## src/rtl/alu_arbiter.sv

```systemverilog
// alu_arbiter: shares one combinational RISC-V ALU between NUM_REQ requesters.
//
// A valid/ready request is arbitrated. The winner's operands drive the ALU, and the
// result is captured in a one-entry response buffer tagged with the winner's index.
// The buffer can drain and refill in the same cycle, so the block sustains one
// operation per clock.
//
// Compile-time option:
//   ALU_ARB_RR_EN  defined   -> round-robin selection starting at a rotating pointer
//                  undefined -> fixed priority, lowest requester index wins
//
// Ports:
//   clk, rst_n     clock (rising edge) and asynchronous active-low reset
//   req_valid      per-requester request strobe
//   req_ready      per-requester accept (one-hot or zero)
//   req_src_a/b    per-requester operands, slice i = requester i
//   req_op         per-requester ALU operation code
//   rsp_valid      buffered result belongs to requester i (at most one bit set)
//   rsp_ready      per-requester result consume strobe (only the owner's bit matters)
//   rsp_result     buffered ALU result
//   rsp_id         index of the requester owning rsp_result
//   grant_cnt      total accepted requests, wraps at 16 bits
module alu_arbiter #(
  parameter int unsigned DATA_WIDTH    = 32,
  parameter int unsigned OPCODE_LENGTH = 4,
  parameter int unsigned NUM_REQ       = 2,
  parameter int unsigned ID_W          = $clog2(NUM_REQ)
) (
  input  logic                             clk,
  input  logic                             rst_n,
  input  logic [NUM_REQ-1:0]               req_valid,
  output logic [NUM_REQ-1:0]               req_ready,
  input  logic [NUM_REQ*DATA_WIDTH-1:0]    req_src_a,
  input  logic [NUM_REQ*DATA_WIDTH-1:0]    req_src_b,
  input  logic [NUM_REQ*OPCODE_LENGTH-1:0] req_op,
  output logic [NUM_REQ-1:0]               rsp_valid,
  input  logic [NUM_REQ-1:0]               rsp_ready,
  output logic [DATA_WIDTH-1:0]            rsp_result,
  output logic [ID_W-1:0]                  rsp_id,
  output logic [15:0]                      grant_cnt
);

  localparam logic [OPCODE_LENGTH-1:0] OpAnd = OPCODE_LENGTH'(4'b0000);
  localparam logic [OPCODE_LENGTH-1:0] OpOr  = OPCODE_LENGTH'(4'b0001);
  localparam logic [OPCODE_LENGTH-1:0] OpAdd = OPCODE_LENGTH'(4'b0010);
  localparam logic [OPCODE_LENGTH-1:0] OpXor = OPCODE_LENGTH'(4'b0011);
  localparam logic [OPCODE_LENGTH-1:0] OpSll = OPCODE_LENGTH'(4'b0100);
  localparam logic [OPCODE_LENGTH-1:0] OpSrl = OPCODE_LENGTH'(4'b0101);
  localparam logic [OPCODE_LENGTH-1:0] OpSub = OPCODE_LENGTH'(4'b0110);
  localparam logic [OPCODE_LENGTH-1:0] OpSra = OPCODE_LENGTH'(4'b0111);
  localparam logic [OPCODE_LENGTH-1:0] OpEq  = OPCODE_LENGTH'(4'b1000);
  localparam logic [OPCODE_LENGTH-1:0] OpBge = OPCODE_LENGTH'(4'b1001);
  localparam logic [OPCODE_LENGTH-1:0] OpBne = OPCODE_LENGTH'(4'b1010);
  localparam logic [OPCODE_LENGTH-1:0] OpSlt = OPCODE_LENGTH'(4'b1100);

  localparam logic [ID_W-1:0] LastId = ID_W'(NUM_REQ - 1);

  // Response buffer: buf_valid_q is the EMPTY(0)/FULL(1) state.
  logic                  buf_valid_q, buf_valid_d;
  logic [ID_W-1:0]       buf_id_q, buf_id_d;
  logic [DATA_WIDTH-1:0] buf_result_q, buf_result_d;
  logic [15:0]           grant_cnt_q, grant_cnt_d;

`ifdef ALU_ARB_RR_EN
  logic [ID_W-1:0]       ptr_q, ptr_d;
`endif

  logic                     can_accept;
  logic                     win_found;
  logic [ID_W-1:0]          win_id;
  logic                     grant;
  logic [DATA_WIDTH-1:0]    op_a, op_b;
  logic [OPCODE_LENGTH-1:0] op_code;
  logic [4:0]               shamt;
  logic [DATA_WIDTH-1:0]    alu_res;

  // Owner consuming this cycle frees the buffer for a same-cycle refill.
  assign can_accept = !buf_valid_q || rsp_ready[buf_id_q];

  // Winner selection.
  always_comb begin
    win_found = 1'b0;
    win_id    = '0;
`ifdef ALU_ARB_RR_EN
    for (int k = 0; k < int'(NUM_REQ); k++) begin
      int idx;
      idx = (int'(ptr_q) + k) % int'(NUM_REQ);
      if (!win_found && req_valid[idx]) begin
        win_found = 1'b1;
        win_id    = ID_W'(idx);
      end
    end
`else
    for (int k = 0; k < int'(NUM_REQ); k++) begin
      if (!win_found && req_valid[k]) begin
        win_found = 1'b1;
        win_id    = ID_W'(k);
      end
    end
`endif
  end

  // rst_n gates the grant so req_ready drops immediately on an asynchronous reset.
  assign grant = rst_n && can_accept && win_found;

  always_comb begin
    req_ready = '0;
    if (grant) begin
      req_ready[win_id] = 1'b1;
    end
  end

  // Shared ALU, fed by the winner's operands.
  assign op_a    = req_src_a[win_id*DATA_WIDTH +: DATA_WIDTH];
  assign op_b    = req_src_b[win_id*DATA_WIDTH +: DATA_WIDTH];
  assign op_code = req_op[win_id*OPCODE_LENGTH +: OPCODE_LENGTH];
  assign shamt   = op_b[4:0];

  always_comb begin
    alu_res = '0;
    case (op_code)
      OpAnd:   alu_res = op_a & op_b;
      OpOr:    alu_res = op_a | op_b;
      OpAdd:   alu_res = op_a + op_b;
      OpXor:   alu_res = op_a ^ op_b;
      OpSll:   alu_res = op_a << shamt;
      OpSrl:   alu_res = op_a >> shamt;
      OpSub:   alu_res = op_a - op_b;
      OpSra:   alu_res = DATA_WIDTH'($signed(op_a) >>> shamt);
      OpEq:    alu_res = DATA_WIDTH'(op_a == op_b);
      OpBge:   alu_res = DATA_WIDTH'($signed(op_a) >= $signed(op_b));
      OpBne:   alu_res = DATA_WIDTH'(op_a != op_b);
      OpSlt:   alu_res = DATA_WIDTH'($signed(op_a) < $signed(op_b));
      default: alu_res = '0;
    endcase
  end

  // Next state.
  always_comb begin
    buf_valid_d  = buf_valid_q;
    buf_id_d     = buf_id_q;
    buf_result_d = buf_result_q;
    grant_cnt_d  = grant_cnt_q;
`ifdef ALU_ARB_RR_EN
    ptr_d        = ptr_q;
`endif
    if (grant) begin
      buf_valid_d  = 1'b1;
      buf_id_d     = win_id;
      buf_result_d = alu_res;
      grant_cnt_d  = grant_cnt_q + 16'd1;
`ifdef ALU_ARB_RR_EN
      ptr_d        = (win_id == LastId) ? '0 : win_id + ID_W'(1);
`endif
    end else if (buf_valid_q && rsp_ready[buf_id_q]) begin
      buf_valid_d = 1'b0;
    end
  end

  always_ff @(posedge clk or negedge rst_n) begin
    if (!rst_n) begin
      buf_valid_q  <= 1'b0;
      buf_id_q     <= '0;
      buf_result_q <= '0;
      grant_cnt_q  <= '0;
`ifdef ALU_ARB_RR_EN
      ptr_q        <= '0;
`endif
    end else begin
      buf_valid_q  <= buf_valid_d;
      buf_id_q     <= buf_id_d;
      buf_result_q <= buf_result_d;
      grant_cnt_q  <= grant_cnt_d;
`ifdef ALU_ARB_RR_EN
      ptr_q        <= ptr_d;
`endif
    end
  end

  always_comb begin
    rsp_valid = '0;
    if (buf_valid_q) begin
      rsp_valid[buf_id_q] = 1'b1;
    end
  end

  assign rsp_result = buf_result_q;
  assign rsp_id     = buf_id_q;
  assign grant_cnt  = grant_cnt_q;

endmodule
```

## config.mk

```make
export PLATFORM = sky130hd
export DESIGN_NAME = alu_arbiter
export DESIGN_NICKNAME = d
export VERILOG_FILES = /design/src/rtl/alu_arbiter.sv
export SDC_FILE = /design/constraint.sdc
export NUM_CORES = 1
export LEC_CHECK = 0
export CAP_MARGIN = 10
export CORE_ASPECT_RATIO = 2
export CORE_MARGIN = 2
export CORE_UTILIZATION = 35
export CTS_BUF_LIST = sky130_fd_sc_hd__clkbuf_4 sky130_fd_sc_hd__clkbuf_8
export DETAILED_ROUTE_END_ITERATION = 8
export PLACE_DENSITY = 0.6
export REMOVE_ABC_BUFFERS = 1
export SYNTH_ARGS = -nofsm -noshare
export SYNTH_HDL_FRONTEND = slang
export SYNTH_SLANG_ARGS = --single-unit
```

## constraint.sdc

```tcl
create_clock -name clk -period 2.75 [get_ports clk]
set_input_delay 0.55 -clock clk [delete_from_list [all_inputs] [get_ports clk]]
set_output_delay 0.55 -clock clk [all_outputs]
set_load 0.01 [all_outputs]
```

==> impl_metrics.json <==
{
  "ys.warnings.count": 0,
  "wl_met1_um": 28760,
  "clock_sinks": 50,
  "rsz0062_at_grt": "yes",
  "port_buffers": 194,
  "clk_pin_slew_ps": 130,
  "finalCritPeriodShare_pct": 135.8,
  "synthCells": 1953,
  "wirelength_um": 85030,
  "clockBufferDepth": 2,
  "grtUsageTotal_pct": 41.22,
  "status": "complete, but fails checks",
  "antenna_found_initial": 0,
  "area_delta_synth_final_pct": 75.95,
  "num_vias": 19960,
  "async_flop_share_pct": 100.0,
  "boundaryPins": 195,
  "max_slew_margin_pct": 49.37,
  "violations": "negative setup slack",
  "synth_ff_type": "dfrtp_1",
  "p_leak_uw": 0.01068,
  "numCtsBuffers": 5,
  "final_cells": 3250,
  "hold_class": "primary input to asynchronous set/reset pin",
  "yosysTopAreaCell": "dfrtp_1",
  "die_x_um": 142.2,
  "synth_seq_area_share_pct": 9.359,
  "cts_tree": "built",
  "pre_cts_ws_ps": -1791,
  "drt-pass1-iter-count": 6,
  "vias_per_cell": 6.141,
  "grt_max_degree": 60,
  "worst_ir_drop_vdd_v": 0.0002287,
  "grt_pass1_vias": 20290,
  "final_cell_mix": "buf_4, nand2_1, clkdlybuf4s50_1",
  "setup.worst_path.start_class": "primary input",
  "max_freq_mhz": 267.9,
  "maxCapViolCount": 0,
  "synth_cell_types": 104,
  "crit_type": "primary input to register",
  "placed_cells": 3174,
  "hold_violations": 0,
  "fp.dieH_um": 280.4,
  "synth_top_cell_area_share_pct": 9.359,
  "num_rows": 101,
  "core_area_um2": 37790,
  "dr_wl_met2_um": 42000,
  "crit_path_top_delay_cell": "a2111oi_4",
  "gr-total-overflow": 0,
  "routed.top_layer": "met4",
  "synth-edff-count": 0,
  "drc_errors": 0,
  "final_common_cell": "buf_4",
  "fillCellCount": 3574,
  "layout.nets": 3029,
  "drive_above_1_share_pct": 39.41,
  "finalClockSkew_ps": 8.510,
  "crit_arrival_ps": 4030,
  "worst_pin_slew_ps": 759.5,
  "worstSetupEndpointType": "register",
  "ant_nets": 0,
  "slew_violations": 0,
  "period_minus_slack_ps": 3733,
  "gp_congestion": 1.087,
  "path_cells": "buf_6 -> nor2b_4 -> buf_12 -> buf_12 -> buf_4 -> mux2_4 -> buf_6 -> inv_4 -> ha_4 -> fa_2 -> nor2_4 -> o31ai_4 -> a21oi_4 -> a211oi_4 -> buf_12 -> nand2_4 -> a2111oi_4 -> o21ai_2 -> mux2_4 -> a31oi_4",
  "crit_fanout": 6,
  "slowest_delay_ps": 340,
  "crit_path_frequent_cell": "buf_12",
  "initial_core_util_pct": 35.38,
  "syn_avg_cell_area_um2": 6.845,
  "wl_met3_um": 4269,
  "power_uw": 8253,
  "drt_iter0_drc": 1548,
  "die_area_um2": 39870,
  "grt_pass1_wl_um": 123000,
  "syn_area_um2": 13370,
  "hold_buffers": 0,
  "setup_viol": 32,
  "dp_hpwl_um": 67460,
  "yosys-top-cells-area": "dfrtp_1, ha_1, nand2_1",
  "htree_levels": 2,
  "wl_per_cell_um": 26.16,
  "fin_ws_ps": -983.4,
  "worstPathRequired_ps": 3040,
  "synth_seq_cells": 50,
  "clk_latency_ps": 360,
  "p_per_area_nw_per_um2": 350.9,
  "root_buffer": "clkbuf_8"
}
[state kept, by name, summed over array words and instances, names as in the netlist]
signal / count
buf_valid_q: 1
grant_cnt: 16
rsp_id: 1
rsp_result: 32
[kinds of logic after synthesis]
| group | Yosys count | synth area share [%] |
|---|---|---|
| simple gates | 740 | 27.23 |
| compound gates | 681 | 34.59 |
| buf+inv | 277 | 9.902 |
| fa+ha+maj | 102 | 9.658 |
| mux | 75 | 7.431 |
| flops | 50 | 9.359 |
| xor+xnor | 28 | 1.834 |
[critical path, delay by kind of cell]
kind	cells	cell delay [ps]
AND/OR/NAND/NOR	3	250
AO/OA/AOI/OAI	6	1310
multiplexers	2	660
adder cells (fa/ha/maj)	2	380
buffers and inverters	7	860
[layer usage]
| metal | up-vias | global-route usage [%] |
|---|---|---|
| met2 | 1019 | 73.16 |
| met4 | 0 | 38.36 |
| li1 | 8944 | - |
| met1 | 9537 | 41.10 |
| met3 | 457 | 4.779 |
| met5 | - | 0 |
[synth_stat cells, types with 13 or more instances]
cell type,n
ha_1,100
nor4b_1,22
o22ai_1,19
a21o_1,43
xnor2_1,22
a211oi_1,21
dfrtp_1,50
buf_2,44
buf_4,22
o211ai_1,54
or3_1,18
o21ai_1,20
mux2_2,13
nor3_1,32
nand3_1,103
mux4_2,14
a31oi_1,80
a21oi_1,119
a221o_1,19
nor2b_1,13
mux2i_1,40
clkbuf_1,54
nand2_1,252
inv_1,121
a221oi_1,20
o21ai_0,122
nor4bb_1,19
nor2_1,179
o21bai_1,13
buf_6,15
and2_1,20
[report_power, final]
group	leakage (µW)	internal [µW]	total (µW)	switching (µW)
Clock	0.0000502	191	557	367
Combinational	0.00997	3200	6670	3470
Sequential	0.000659	879	1020	142
[through the flow]
| stage | utilization (%) | hold WS, ps | area (µm²) | setup TNS (ps) |
|---|---|---|---|---|
| floorplan | - | 254.4 | 12520 | -185490 |
| global placement | 54.50 | 466.7 | 20590 | -46380 |
| detailed placement | 54.50 | 465.6 | 20590 | -46960 |
| CTS | 60.21 | 371.0 | 22750 | -22780 |
| global route | 62.25 | 411.4 | 23520 | -26760 |
| finish | 62.25 | 340.7 | 23520 | -24030 |
[path summary, 6_finish.rpt]
| kind | from | to | slack, ps | cells past startpoint |
|---|---|---|---|---|
| worst max register to register | rsp_id | rsp_result[27] | 450 | 8 |
| min in group clk | grant_cnt[15] | grant_cnt[15] | 480 | 1 |
| worst min register to register | grant_cnt[15] | grant_cnt[15] | 480 | 1 |
| max in group asynchronous | rst_n | rsp_result[26] | 1890 | 2 |
| worst min-delay path | rst_n | rsp_result[5] | 340 | 2 |
| worst max-delay path | req_valid[1] | rsp_result[0] | -980 | 20 |
[repair_timing]
action                                  4_1_cts  5_1_grt
cloned                                        5        2
endpoints found under the setup margin       32       34
resized for setup                           328      138
setup buffers                                53       25
pin swaps                                   133       82
[final cells by class]
type                            instances  area, µm²  share of cell area (%)
Clock inverter                          3      28.78                  0.1223
Timing Repair Buffer                  976       8533                   36.28
Inverter                              125      491.7                   2.090
Antenna cell                            1      2.502                 0.01064
Multi-Input combinational cell       1627      12570                   53.43
Clock buffer                            5      68.82                  0.2926
Sequential cell                        50       1251                   5.319
Tap cell                              463      579.3                   2.463
No activity file was read; power rests on OpenSTA's default activity.
